<file path="config.mk">
export PLATFORM = sky130hd
export DESIGN_NAME = fir_detect_qualifier_flat
export DESIGN_NICKNAME = d
export VERILOG_FILES = /design/src/rtl/fir_detect_qualifier_if.sv /design/src/rtl/fir_detect_qualifier.sv /design/src/flat_wrapper.sv
export SDC_FILE = /design/constraint.sdc
export NUM_CORES = 1
export LEC_CHECK = 0
export ABC_AREA = 0
export BUFFER_PORTS_ARGS = -buffer_cell sky130_fd_sc_hd__buf_4
export CORE_AREA = 2 2 120 122
export CTS_CLUSTER_SIZE = 10
export DETAILED_ROUTE_END_ITERATION = 8
export DIE_AREA = 0 0 122 124
export PLACE_DENSITY = 0.68
export SLEW_MARGIN = 20
export SYNTH_ARGS = -nofsm -noshare
export SYNTH_HDL_FRONTEND = slang
export SYNTH_SLANG_ARGS = --single-unit
</file>
<file path="constraint.sdc">
create_clock -name clk -period 2.7 [get_ports clk]
set_clock_uncertainty 0.15 [all_clocks]
set_input_delay 0.54 -clock clk [delete_from_list [all_inputs] [get_ports clk]]
set_output_delay 0.54 -clock clk [all_outputs]
set_load 0.01 [all_outputs]
</file>
<file path="src/rtl/fir_detect_qualifier_if.sv">
// Event stream from the detect qualifier to its consumer.
//   out_valid : head event present (FIFO non-empty)
//   out_ready : consumer accepts the head event this cycle
//   out_stamp : stamp of the first high cycle of the head event's run
//   out_len   : run length of the head event, saturating
// master = qualifier side, slave = consumer side.
interface fir_detect_qualifier_if #(
    parameter int STAMP_W = 16,
    parameter int LEN_W   = 8
);
    logic               out_valid;
    logic               out_ready;
    logic [STAMP_W-1:0] out_stamp;
    logic [LEN_W-1:0]   out_len;

    modport master (output out_valid, output out_stamp, output out_len, input out_ready);
    modport slave  (input out_valid, input out_stamp, input out_len, output out_ready);
endinterface

</file>
<file path="src/rtl/fir_detect_qualifier.sv">
// Turns the 1-bit FIR threshold-detect stream into discrete, time-stamped
// detection events. Runs shorter than min_run are discarded; each qualified
// event is followed by a hold-off window in which y_in is ignored. Events
// are queued in a small FIFO and read out over a valid/ready handshake.
//
// Ports:
//   clk, rst  : clock, asynchronous active-high reset
//   y_in      : detect bit, sampled every rising edge
//   min_run   : minimum qualifying run length (0 behaves as 1)
//   holdoff   : cycles y_in is ignored after a qualified event (0 = none)
//   clr_ovf   : synchronous clear of ovf (a same-cycle drop wins)
//   evt       : event stream (out_valid/out_ready/out_stamp/out_len)
//   ovf       : sticky, an event was dropped because the FIFO was full
//   fill      : current FIFO occupancy
//
// state    | meaning
// ---------+---------------------------------------------------------
// S_IDLE   | waiting for y_in high
// S_RUN    | counting a high run; run end decides qualify/discard
// S_HOLDOFF| ignoring y_in for holdoff cycles after a qualified event
module fir_detect_qualifier #(
    parameter int DEPTH   = 4,
    parameter int STAMP_W = 16,
    parameter int LEN_W   = 8
) (
    input  logic                       clk,
    input  logic                       rst,
    input  logic                       y_in,
    input  logic [LEN_W-1:0]           min_run,
    input  logic [7:0]                 holdoff,
    input  logic                       clr_ovf,
    fir_detect_qualifier_if.master     evt,
    output logic                       ovf,
    output logic [$clog2(DEPTH):0]     fill
);
    localparam int AW = $clog2(DEPTH);

    typedef enum logic [1:0] {S_IDLE, S_RUN, S_HOLDOFF} state_t;

    state_t             state_q, state_d;
    logic [STAMP_W-1:0] stamp_q;
    logic [STAMP_W-1:0] start_q;
    logic [LEN_W-1:0]   len_q;
    logic [7:0]         hcnt_q;
    logic [LEN_W-1:0]   min_eff;
    logic               push;

    logic [STAMP_W+LEN_W-1:0] mem [DEPTH];
    logic [AW-1:0]            rd_ptr, wr_ptr;
    logic [AW:0]              fill_q;
    logic                     full, pop, wr_en;

    assign min_eff = (min_run == '0) ? LEN_W'(1) : min_run;
    // Run ends on the first low sample; min_run is only looked at here.
    assign push    = (state_q == S_RUN) && !y_in && (len_q >= min_eff);

    always_comb begin
        state_d = state_q;
        case (state_q)
            S_IDLE:    if (y_in) state_d = S_RUN;
            S_RUN:     if (!y_in) state_d = (push && holdoff != 8'd0) ? S_HOLDOFF : S_IDLE;
            S_HOLDOFF: if (hcnt_q == 8'd1) state_d = S_IDLE;
            default:   state_d = S_IDLE;
        endcase
    end

    always_ff @(posedge clk or posedge rst) begin
        if (rst) state_q <= S_IDLE;
        else     state_q <= state_d;
    end

    // Hold-off is a down-counter loaded at the push edge; terminal count 1
    // makes the window exactly holdoff cycles long.
    always_ff @(posedge clk or posedge rst) begin
        if (rst) begin
            stamp_q <= '0;
            start_q <= '0;
            len_q   <= '0;
            hcnt_q  <= '0;
        end else begin
            stamp_q <= stamp_q + 1'b1;
            case (state_q)
                S_IDLE: begin
                    if (y_in) begin
                        start_q <= stamp_q;
                        len_q   <= LEN_W'(1);
                    end
                end
                S_RUN: begin
                    if (y_in && len_q != {LEN_W{1'b1}}) len_q <= len_q + 1'b1;
                    if (push) hcnt_q <= holdoff;
                end
                S_HOLDOFF: hcnt_q <= hcnt_q - 1'b1;
                default: ;
            endcase
        end
    end

    assign full  = (fill_q == (AW+1)'(DEPTH));
    assign pop   = evt.out_valid && evt.out_ready;
    // A pop on the same edge frees the slot, so a full FIFO still accepts.
    assign wr_en = push && (!full || pop);

    always_ff @(posedge clk) begin
        if (wr_en) mem[wr_ptr] <= {start_q, len_q};
    end

    always_ff @(posedge clk or posedge rst) begin
        if (rst) begin
            rd_ptr <= '0;
            wr_ptr <= '0;
            fill_q <= '0;
            ovf    <= 1'b0;
        end else begin
            if (wr_en) wr_ptr <= wr_ptr + 1'b1;
            if (pop)   rd_ptr <= rd_ptr + 1'b1;
            case ({wr_en, pop})
                2'b10:   fill_q <= fill_q + 1'b1;
                2'b01:   fill_q <= fill_q - 1'b1;
                default: fill_q <= fill_q;
            endcase
            if (push && full && !pop) ovf <= 1'b1;
            else if (clr_ovf)         ovf <= 1'b0;
        end
    end

    // Head is gated by valid so an empty FIFO presents zeros, not stale data.
    assign evt.out_valid = (fill_q != '0);
    assign {evt.out_stamp, evt.out_len} = evt.out_valid ? mem[rd_ptr] : '0;
    assign fill = fill_q;
endmodule
</file>
<file path="src/flat_wrapper.sv">
// flat-port wrapper written by rule: the top's interface ports become plain ports
module fir_detect_qualifier_flat 
#(
    parameter int DEPTH   = 4,
    parameter int STAMP_W = 16,
    parameter int LEN_W   = 8
)
  (clk, rst, y_in, min_run, holdoff, clr_ovf, ovf, fill, evt_out_valid, evt_out_stamp, evt_out_len, evt_out_ready);
  fir_detect_qualifier_if #(.STAMP_W(STAMP_W), .LEN_W(LEN_W)) evt_i ();
  input  logic clk;
  input  logic rst;
  input  logic y_in;
  input  logic [LEN_W-1:0] min_run;
  input  logic [7:0] holdoff;
  input  logic clr_ovf;
  output logic ovf;
  output logic [$clog2(DEPTH):0] fill;
  output wire logic [$bits(evt_i.out_valid)-1:0] evt_out_valid;
  output wire logic [$bits(evt_i.out_stamp)-1:0] evt_out_stamp;
  output wire logic [$bits(evt_i.out_len)-1:0] evt_out_len;
  input wire logic [$bits(evt_i.out_ready)-1:0] evt_out_ready;
  assign evt_out_valid = evt_i.out_valid;
  assign evt_out_stamp = evt_i.out_stamp;
  assign evt_out_len = evt_i.out_len;
  assign evt_i.out_ready = evt_out_ready;
  fir_detect_qualifier #(.DEPTH(DEPTH), .STAMP_W(STAMP_W), .LEN_W(LEN_W)) u_core (.clk(clk), .rst(rst), .y_in(y_in), .min_run(min_run), .holdoff(holdoff), .clr_ovf(clr_ovf), .evt(evt_i), .ovf(ovf), .fill(fill));
endmodule
</file>
==> results of run 1 <==
-- report_power, final --
group          switching (uW)  internal [uW]
logic                     618            729
registers                 141           2620
clock network            1040           1240
total                    1790           4590
-- kinds of logic (layout without fill, tap and decap cells) --
family,count (synthesis),after routing,share of synthesized area
compound gates,30,30,0.0370
fa+ha+maj,17,17,0.0336
buf+inv,32,125,0.0206
flops,154,154,0.660
simple gates,113,113,0.0938
mux,46,46,0.120
xor+xnor,26,26,0.0347
-- repair_timing --
action / in CTS / in global routing
resized for setup: 0 / 4
setup buffers: 0 / 0
setup endpoints to repair: 0 / 111
-- layout make-up --
cell class	instances	area (sq um)
clock buffers	18	429
clock inverters	14	150
fillers	1038	5730
inverters	17	63.8
multi-input cells	232	2140
flip-flops and latches	154	4330
well taps	180	225
repair buffers	76	648
-- state kept, by name, summed over array words and instances, names as in the netlist --
| signal | count |
|---|---|
| u_core.hcnt_q | 8 |
| u_core.stamp_q | 16 |
| u_core.rd_ptr | 2 |
| u_core.fill | 3 |
| u_core.wr_ptr | 2 |
| u_core.mem | 96 |
| u_core.ovf | 1 |
| u_core.len_q | 8 |
| u_core.start_q | 16 |
| u_core.state_q | 2 |
-- critical path, delay by kind of cell --
family | cells | cell delay, ps
AO/OA/AOI/OAI | 4 | 750
AND/OR/NAND/NOR | 3 | 660
buffers and inverters | 3 | 460
adder cells (fa/ha/maj) | 1 | 220
-- layer usage --
layer  vias to the layer above  GRT usage  share of wire
li1                       1725          -              -
met1                      1790      0.219           0.45
met2                        79      0.267           0.50
met3                        13     0.0343          0.042
met4                         0     0.0682          0.015
met5                         -          0              0
-- synth_stat cells (5+ instances only) --
master    count  area, sq um
ha_1         16          200
mux4_2       24          541
xnor2_1      17          149
nor2_1       17         63.8
nand4_1       5         31.3
and3_1        7         43.8
a21oi_1       7         35.0
buf_2         6         30.0
mux2_1       15          169
nand2_1      18         67.6
inv_1        16         60.1
nand3_1      15         75.1
and2_1       25          156
edfxtp_1     96         2880
xor2_1        9         78.8
dfrtp_1      58         1450
clkbuf_1      7         26.3
nor3_1        6         30.0
-- placed cells by master, fill, tap and decap left out, types with 14 or more instances in the layout --
cell type  count
inv_1         15
and2_1        25
nand3_1       15
edfxtp_1      96
nand2_1       18
mux2_1        14
mux4_2        24
ha_1          16
buf_4         68
dfrtp_1       58
nor2_1        16
clkbuf_16     17
xnor2_1       17
-- per-stage QoR --
stage / instance area [sq um] / hold WS (ps) / cells / TNS, ps
finish: 7990 / 27.8 / 691 / 0
global route: 7990 / 72.4 / 691 / -1280
CTS: 7970 / 43.3 / 691 / 0
detailed placement: 7390 / 327 / 659 / -39500
global placement: 7390 / 319 / 659 / -31770
floorplan: 6610 / 289 / 418 / -17970
-- worst paths after layout --
kind | startpoint | endpoint | slack [ps] | cells after the start
min reg2reg | u_core.stamp_q[0]$_DFF_PP0_ | u_core.stamp_q[0]$_DFF_PP0_ | 330 | 1
max | min_run[2] | u_core.mem[3][4]$_DFFE_PP_ | 60 | 11
min | rst | u_core.fill[2]$_DFFE_PP0P_ | 30 | 2
min in group clk | clr_ovf | u_core.ovf$_DFFE_PP0P_ | 160 | 2
max in group asynchronous | rst | u_core.start_q[6]$_DFFE_PP0P_ | 1790 | 3
max reg2reg | u_core.len_q[1]$_DFFE_PP0P_ | u_core.mem[1][20]$_DFFE_PP_ | 180 | 7
==> impl_metrics.tcl, run 1 <==
set metrics [dict create \
    outcome "finished clean" \
    synth_cells 418 \
    cts.sinks 154 \
    start_util 0.478 \
    path_max_fanout 24 \
    synth_seq_area_share 0.660 \
    utilization 0.582 \
    start_kind "input pin" \
    core_area_sq_um 13700 \
    critPathSlowestCell "a2111oi_4" \
    clockBufferDepth 2 \
    tritoncts.num_buffers 17 \
    grt_pass1_wl_um 18500 \
    cts_hold_buf 0 \
    finalCriticalPeriod_ps 2640 \
    hp-class "in -> async" \
    ant_nets 0 \
    drtIter0Drc 264 \
    worstPathCellList "buf_8 -> nor4_4 -> a41o_1 -> ha_1 -> nand2b_4 -> a2111oi_4 -> o31a_2 -> o21ai_4 -> buf_4 -> and3_2 -> buf_12" \
    wirelength_um 11400 \
    nNetsFinal 536 \
    drt_pre_antenna_iters 4 \
    ys_seq_elements 154 \
    clk_pin_slew_ps 70 \
    synth_fp_nets 456 \
    grt_usage 0.165 \
    tritoncts "yes" \
    vias_per_cell 5.22 \
    synth-edff-count 96 \
    dpl.hpwl_um 7630 \
    slew_violations 0 \
    cp-end-kind "flip-flop" \
    row_count 43 \
    cp.arrival_ps 2650 \
    crit_required_ps 2720 \
    power.total_uw 6390 \
    die_h_um 124 \
    final_hold_viol_count 0 \
    tightestPinTransition_ps 560 \
    synth-main-ff-cell "edfxtp_1" \
    gp_routability_congestion 0.792 \
    avgSynthCellArea_sq_um 15.7 \
    insertion_delay_ps 420 \
    ys_async_sr_fraction 0.377 \
    fp.dieArea_sq_um 15100 \
    synth_warnings 0 \
    period_share 0.976 \
    ys_types 54 \
    syn_area_sq_um 6560 \
    clockRootBuffer "clkbuf_16" \
    peakVddDrop_mv 0.446 \
    final-setup-viol-count 0 \
    ioPinCount 50 \
    grt_max_degree 36 \
    worst_slack_ps 64.9 \
    portBuffers 49 \
    drc 0 \
    wl_per_cell_um 16.4 \
    drive_gt1_frac 0.297 \
    fmax_ghz 0.379 \
    htreeDepth 4 \
    die_w_um 122 \
    syn2layout_area_growth_pct 21.7 \
    leakagePower_uw 0.00331 \
    critPathKind "in -> reg" \
    grt-ovfl-total 0 \
    vias 3607 \
    slew_headroom 0.626 \
    rsz0062_at_grt "true" \
    slowest_delay_ps 280 \
    maxCapViolCount 0 \
    grt_pass1_vias 3642 \
    num_antenna_cells 0 \
    dp_slack_ps -407 \
    power_density_nw_per_um2 799 \
    antenna_found_initial 0 \
]
Power figures use the tool's default switching activity.
==> inputs of run 2 (changes only) <==
- ABC_AREA: 0 -> 1
- CORE_AREA: 2 2 120 122 -> 2 2 122 124
- DIE_AREA: 0 0 122 124 -> 0 0 124 126
- PLACE_DENSITY: 0.68 -> 0.67
==> impl_metrics.tcl, run 2 <==
set metrics [dict create \
    outcome "finished clean" \
    reg2reg_depth 14 \
    grt-ovfl-total 0 \
    nNetsFinal 738 \
    utilization 0.567 \
    holdWs_ps 38.4 \
    grt_pass1_wl_um 21800 \
    clk_pin_slew_ps 60 \
    start_util 0.470 \
    reg_top3 "u_core.mem (96), u_core.stamp_q (16), u_core.start_q (16)" \
    fill_cells 1172 \
    core_area_sq_um 14300 \
    tightestPinTransition_ps 579 \
    clockRootBuffer "clkbuf_16" \
    tritoncts.num_buffers 17 \
    period_share 0.930 \
    final_common_cell "nor2_1" \
    hp-class "in -> async" \
    syn2layout_area_growth_pct 20.7 \
    wl_per_cell_um 14.9 \
    r2r_slack_ps 350 \
    syn_area_sq_um 6720 \
    slew_headroom 0.613 \
    die_h_um 126 \
    insertion_delay_ps 420 \
    final_area_sq_um 8110 \
    grt_max_degree 36 \
    synth_warnings 0 \
    gp_routability_congestion 0.829 \
    leakagePower_uw 0.00346 \
    vias_per_cell 5.15 \
    yosysTopAreaCell "edfxtp_1" \
    portBuffers 49 \
    regToRegStartpoint "u_core.len_q[0]$_DFFE_PP0P_" \
    synth_most_common_cell "nor2_1" \
    grt_pass1_vias 4578 \
    die_w_um 124 \
    ant_nets 0 \
    regMostFlops "u_core.mem" \
    yosys-top-cells-area "edfxtp_1 43%, dfrtp_1 22%, nor2_1 6.7%" \
    synth_top_area_frac 0.429 \
    grt_usage 0.185 \
    synthTopCellsByCount "120 x nor2_1, 96 x edfxtp_1, 77 x o21ai_0" \
    slew_violations 0 \
    cp.arrival_ps 1820 \
    drc 0 \
    p_sw_uw 956 \
    avgSynthCellArea_sq_um 10.7 \
    clockBufferDepth 2 \
    cts.sinks 154 \
    maxCapViolCount 0 \
    synth-edff-count 96 \
    largest_register_ffs 96 \
    final-setup-viol-count 0 \
    vias 4622 \
    finalCriticalPeriod_ps 2510 \
    dpl.hpwl_um 8780 \
    postPlaceCellArea_sq_um 7480 \
    drive_gt1_frac 0.182 \
    start_kind "flip-flop" \
    seq_power_share 0.501 \
    internal_power_uw 4000 \
    power_density_nw_per_um2 611 \
    cts_hold_buf 0 \
    synth_seq_area_share 0.645 \
    crit_required_ps 2010 \
    num_antenna_cells 0 \
    antenna_found_initial 0 \
    drtIter0Drc 373 \
    most-common-layout-cells "116 x nor2_1, 96 x edfxtp_1, 77 x o21ai_0" \
    ys_types 36 \
    tritoncts "yes" \
    rsz0062_at_grt "false" \
    ys_async_sr_fraction 0.377 \
    cp-end-kind "primary output" \
    synth_fp_nets 669 \
    p_sw_frac 0.193 \
    final_hold_viol_count 0 \
    synth-main-ff-cell "edfxtp_1" \
    synth_cells 631 \
    row_count 44 \
    timing.rr.end "u_core.mem[2][2]$_DFFE_PP_" \
    peakVddDrop_mv 0.402 \
    htreeDepth 4 \
    ys_seq_elements 154 \
    power.clock.fraction 0.487 \
    setup_tns_ps 0 \
    wirelength_um 13300 \
    fmax_ghz 0.398 \
    fp.dieArea_sq_um 15600 \
    path_max_fanout 32 \
    critPathKind "reg -> out" \
    drt_pre_antenna_iters 5 \
    power.total_uw 4950 \
    ioPinCount 50 \
    pwr-share-comb 0.012 \
]
run 2: per-stage QoR:
stage / setup slack, ps / cells
finish: 188 / 897
global route: 44.6 / 897
CTS: 175 / 897
detailed placement: -70.1 / 862
global placement: 48.4 / 862
floorplan: -94.3 / 631
run 2: area by class of cell:
type                    instances  area [sq um]  area share
flip-flops and latches        154          4330       0.534
multi-input cells             394          2070       0.256
repair buffers                 73           636      0.0783
clock buffers                  20           447      0.0551
well taps                     184           230      0.0284
inverters                      60           229      0.0282
clock inverters                12           164      0.0202
run 2: per-layer routing:
metal,part of all wire,wire length (um),vias to the layer above,global-route usage
met5,0,0,-,0
met4,0.017,233,0,0.0734
met3,0.052,697,23,0.0494
met2,0.49,6470,117,0.298
met1,0.44,5920,2211,0.238
li1,-,-,2271,-
run 2: how the worst max path moves through the flow:
stage                            startpoint                         end  slack, ps  depth (start not counted)
3_5_place_dp                     min_run[6]  u_core.fill[1]$_DFFE_PP0P_        -70                         17
6_report       u_core.rd_ptr[0]$_DFFE_PP0P_            evt_out_stamp[1]        190                          6
3_3_place_gp                     min_run[6]  u_core.fill[1]$_DFFE_PP0P_         50                         17
2_1_floorplan                    min_run[7]  u_core.mem[0][0]$_DFFE_PP_        -90                         14
5_1_grt        u_core.rd_ptr[0]$_DFFE_PP0P_              evt_out_len[2]         40                          6
4_1_cts          u_core.fill[0]$_DFFE_PP0P_            evt_out_stamp[1]        170                          6
run 2: cells by family (layout without fill, tap and decap cells):
family / count (synthesis) / in the layout / share of synthesized area
compound gates: 119 / 119 / 0.0933
mux: 4 / 4 / 0.00670
xor+xnor: 18 / 18 / 0.0235
simple gates: 236 / 236 / 0.151
flops: 154 / 154 / 0.645
fa+ha+maj: 17 / 17 / 0.0328
buf+inv: 83 / 165 / 0.0480
run 2: repair_timing:
| item | CTS | global route |
|---|---|---|
| setup endpoints to repair | 1 | 0 |
| hold endpoints to repair | 0 | 0 |
| resized for setup | 1 | 0 |
| setup buffers | 3 | 0 |
run 2: critical path, cell delays in order (launching register included):
cell     delay, ps
dfrtp_1        510
buf_12         230
nor2_1          70
nor2_1          70
o21ai_0         90
a21oi_1        260
buf_4          170
run 2: power by group through the flow:
stage          registers (uW)  logic (uW)  clock network, uW
2_1_floorplan            2530        23.8                  0
4_1_cts                  2480        61.4               2450
6_report                 2480        59.6               2410
3_3_place_gp             2530        59.0                  0
5_1_grt                  2480        67.9               2560
3_5_place_dp             2530        61.2                  0
